<file path="src/rtl/notas.sv">
// notas: registered note-code to 7-segment letter decoder.
// Define NOTAS_ACTIVE_LOW_EN for a common-anode (0 = lit) display.
module notas (
    input  logic clock,
    input  logic reset,
    input  logic a,
    input  logic b,
    input  logic c,
    input  logic d,
    output logic s0,
    output logic s1,
    output logic s2,
    output logic s3,
    output logic s4,
    output logic s5,
    output logic s6
);

    // Segment patterns, {g,f,e,d,c,b,a}, 1 = lit
    localparam logic [6:0] SEG_C     = 7'b0111001;
    localparam logic [6:0] SEG_D     = 7'b1011110;
    localparam logic [6:0] SEG_E     = 7'b1111001;
    localparam logic [6:0] SEG_F     = 7'b1110001;
    localparam logic [6:0] SEG_G     = 7'b0111101;
    localparam logic [6:0] SEG_A     = 7'b1110111;
    localparam logic [6:0] SEG_B     = 7'b1111100;
    localparam logic [6:0] SEG_DASH  = 7'b1000000;
    localparam logic [6:0] SEG_BLANK = 7'b0000000;

`ifdef NOTAS_ACTIVE_LOW_EN
    localparam logic [6:0] POL_MASK = 7'b1111111;
`else
    localparam logic [6:0] POL_MASK = 7'b0000000;
`endif

    // Blank at the display pins, whichever polarity is built
    localparam logic [6:0] OUT_BLANK = SEG_BLANK ^ POL_MASK;

    logic [3:0] code;
    logic [6:0] seg_nxt;
    logic [6:0] seg_q;

    assign code = {a, b, c, d};

    // Note code to active-high pattern; anything unmatched
    // (unused codes, or X/Z in simulation) falls to blank
    always_comb begin
        seg_nxt = SEG_BLANK;
        case (code)
            4'd0:    seg_nxt = SEG_C;
            4'd1:    seg_nxt = SEG_D;
            4'd2:    seg_nxt = SEG_E;
            4'd3:    seg_nxt = SEG_F;
            4'd4:    seg_nxt = SEG_G;
            4'd5:    seg_nxt = SEG_A;
            4'd6:    seg_nxt = SEG_B;
            4'd7:    seg_nxt = SEG_BLANK;
            4'd8:    seg_nxt = SEG_BLANK;
            4'd9:    seg_nxt = SEG_BLANK;
            4'd10:   seg_nxt = SEG_BLANK;
            4'd11:   seg_nxt = SEG_BLANK;
            4'd12:   seg_nxt = SEG_BLANK;
            4'd13:   seg_nxt = SEG_BLANK;
            4'd14:   seg_nxt = SEG_BLANK;
            4'd15:   seg_nxt = SEG_DASH;
            default: seg_nxt = SEG_BLANK;
        endcase
    end

    // Single output register; polarity applied before the flop
    // so the pins are driven glitch-free straight from flops
    always_ff @(posedge clock or negedge reset) begin
        if (!reset) begin
            seg_q <= OUT_BLANK;
        end else begin
            seg_q <= seg_nxt ^ POL_MASK;
        end
    end

    assign s0 = seg_q[0];
    assign s1 = seg_q[1];
    assign s2 = seg_q[2];
    assign s3 = seg_q[3];
    assign s4 = seg_q[4];
    assign s5 = seg_q[5];
    assign s6 = seg_q[6];

endmodule

</file>
<file path="config.mk">
export PLATFORM = sky130hd
export DESIGN_NAME = notas
export DESIGN_NICKNAME = d
export VERILOG_FILES = /design/src/rtl/notas.sv
export SDC_FILE = /design/constraint.sdc
export NUM_CORES = 1
export LEC_CHECK = 0
export CORE_AREA = 4 4 41 43
export DETAILED_ROUTE_END_ITERATION = 6
export DIE_AREA = 0 0 45 47
export PLACE_DENSITY_LB_ADDON = 0.15
export SLEW_MARGIN = 20
export SYNTH_ARGS = -nofsm -noshare
export SYNTH_HDL_FRONTEND = slang
export SYNTH_SLANG_ARGS = --single-unit
</file>
<file path="constraint.sdc">
create_clock -name clock -period 0.8 [get_ports clock]
set_input_delay 0.16 -clock clock [delete_from_list [all_inputs] [get_ports clock]]
set_output_delay 0.16 -clock clock [all_outputs]
set_load 0.1 [all_outputs]
</file>
==> summary.md <==
| Metric | Value |
|---|---|
| Busiest grt layer | met2 |
| # port buffers | 12 |
| CTS Buf Count | 3 |
| Worst setup EP type | primary output |
| Clk sinks | 7 |
| Register bit count reported by yosys | 7 |
| RSZ-0062 raised after global routing | yes |
| Met1 usage in global routing | 0.0746 |
| Crit path depth | 1 |
| Critical Path RT | 0.64 ns |
| Final wirelength | 787 um |
| Largest register FFs | 7 |
| PD cells | 1520 nW/um2 |
| Leakage | 0.337 nW |
| Placement Setup Slack | -0.790 ns |
| Clock slew at reported path FFs | 0.05 ns |
| Layout cells sized above 1 | 0.774 |
| CORE AREA | 1300 um2 |
| Top flop regs | seg_q: 7 flops |
| Mapped cell area | 347 um2 |
| Period utilisation layout | 1.31 |
| Worst-margin pin slew | 0.287 ns |
| M3 GR Usage | 0.00383 |
| Final std cells w/o fill | 68 |
| Initial core utilization | 0.266 |
| Capture point of the critical path | s5 |
| TritonCTS clock tree | yes |
| Max cap viols | 0 |
| Synthesized net count | 40 |
| Worst path arrival time | 0.89 ns |
| Vias per std cell | 4.38 |
| Netlist cell types | 13 |
| Largest register by flop count | seg_q |
| Crit Path Category | register to primary output |
| # IOs | 13 |
| HPWL after detailed placement | 553 um |
| Root Buffer | clkbuf_4 |
| Final core utilization | 0.605 |
| Crit path max fanout | 1 |
| Initial antenna violation count | 0 |
| Die height | 47 um |
| Setup crit start kind | register |
| ANT cells | 0 |
| Slowest cell on crit path | dfrtp_4 |
| Worst Hold Class | input port to register |
| Final Slew Violations | 0 |
| Global-route wire length before repair | 1300 um |
| Synth Area per Inst | 12.4 um2 |
| Fill cell count | 109 |
| Hold Buf Count CTS | 0 |
| Die W | 45 um |
| DRT iter0 DRCs | 0 |
| Antenna Nets Post-Route | 0 |
| Met2 usage in global routing | 0.161 |
| Die ar. | 2120 um2 |
| Sequential share of the synthesized area | 0.505 |
| Layout area overhead | 127% |
| GRT Total Usage | 0.0932 |
| Delay of the slowest critical-path stage | 0.47 ns |
| Slew HR | 0.808 |
| CTS max path bufs | 2 |
| CTS H-tree lvls | 1 |
| Fin nets | 66 |
| Register area | 199 um2 |
| Fin crit period | 1.05 ns |
| Pin count of the biggest net entering global routing | 8 |
| Total global routing overflow | 0 |
| Final worst slack | -0.250 ns |
| Failing checks | negative setup slack |
| Rows | 13 |
| CP Buf/Inv Count | 1 |
| DRC errors left | 0 |
| DP Cell Count | 63 |
| Crit path max-delay family | flip-flops |
| Routability cong. | 0.780 |
| VDD IR max | 0.643 mV |
| Final setup vio count | 7 |
| Number of global-route vias before repair | 334 |
| Peak Freq | 0.952 GHz |
| Final Hold Fails | 0 |
| Setup crit start | seg_q[5]$_DFF_PN0_ |
| Status | finished, violations left |
| Area of the multi-input gates | 236 um2 |
| WL per Instance | 11.6 um |
| Synth Instances | 28 |
| DR vias | 298 |
| Synth warn | 0 |
| Pre-antenna DRT Iters | 1 |
| CP cell instances | buf_12 |
worst min-delay path by stage:
stage | from | cells past startpoint | endpoint
final | c | 2 | seg_q[2]$_DFF_PN0_
after global routing | c | 2 | seg_q[2]$_DFF_PN0_
after CTS | reset | 1 | seg_q[3]$_DFF_PN0_
after detailed placement | reset | 1 | seg_q[5]$_DFF_PN0_
after global placement | reset | 1 | seg_q[5]$_DFF_PN0_
after floorplan | reset | 0 | seg_q[0]$_DFF_PN0_
cell type report:
class,instances,share of cell area
Sequential cell,7,0.253
Clock buffer,4,0.0334
Tap cell,15,0.0238
Inverter,2,0.0318
Multi-Input combinational cell,19,0.300
Timing Repair Buffer,21,0.358
cell usage in the layout, fill, tap and decap left out, drive strengths merged:
| master | count |
|---|---|
| clkdlybuf4s50 | 1 |
| mux2 | 1 |
| or2 | 1 |
| a21o | 1 |
| a21oi | 2 |
| clkbuf | 4 |
| dfrtp | 7 |
| nor2b | 2 |
| inv | 2 |
| and2b | 1 |
| nor2 | 1 |
| o21ai | 1 |
| nor3 | 1 |
| ha | 6 |
| dlygate4sd2 | 2 |
| buf | 18 |
| a211oi | 2 |
kinds of logic (layout without fill, tap and decap cells):
group	after synthesis	after routing	share of synthesized area
multiplexers	1	1	0.0433
AND/OR/NAND/NOR	6	6	0.105
adder cells (fa/ha/maj)	6	6	0.217
AO/OA/AOI/OAI	6	6	0.108
flip-flops	7	7	0.505
buffers and inverters	2	27	0.0217
metrics by stage:
step	TNS, ns	hold slack (ns)	area (um2)	power (mW)
2_1_floorplan	-0.106	-0.136	400	0.645
3_3_place_gp	-4.53	0.425	669	0.850
3_5_place_dp	-4.67	0.428	669	0.857
4_1_cts	-1.84	0.162	782	1.20
5_1_grt	-1.78	0.138	787	1.25
6_report	-1.65	0.129	787	1.20
synthesized netlist by cell type (all sizes together):
| master | n | area [um2] |
|---|---|---|
| a211oi | 2 | 15.0 |
| a21o | 1 | 7.51 |
| a21oi | 2 | 10.0 |
| and2b | 1 | 8.76 |
| dfrtp | 7 | 175 |
| ha | 6 | 75.1 |
| inv | 2 | 7.51 |
| mux2 | 1 | 15.0 |
| nor2 | 1 | 3.75 |
| nor2b | 2 | 12.5 |
| nor3 | 1 | 5.00 |
| o21ai | 1 | 5.00 |
| or2 | 1 | 6.26 |
where the power goes:
group          internal [mW]  switching, mW  leakage [nW]
clock network          0.189          0.114        0.0150
registers              0.393         0.0192        0.0790
logic                  0.203          0.276         0.243
routing by layer:
metal  vias to the layer above  share of wire
met1                       137           0.30
met2                        15           0.57
li1                        142              -
met3                         4          0.084
met4                         0          0.046
met5                         -              0
what timing repair did:
action	in CTS	in global routing
gates resized for setup	29	4
endpoints found under the setup margin	14	12
pin swaps	2	0
hold endpoints to repair	0	0
buffers inserted	2	0
Power figures use the tool's default switching activity.
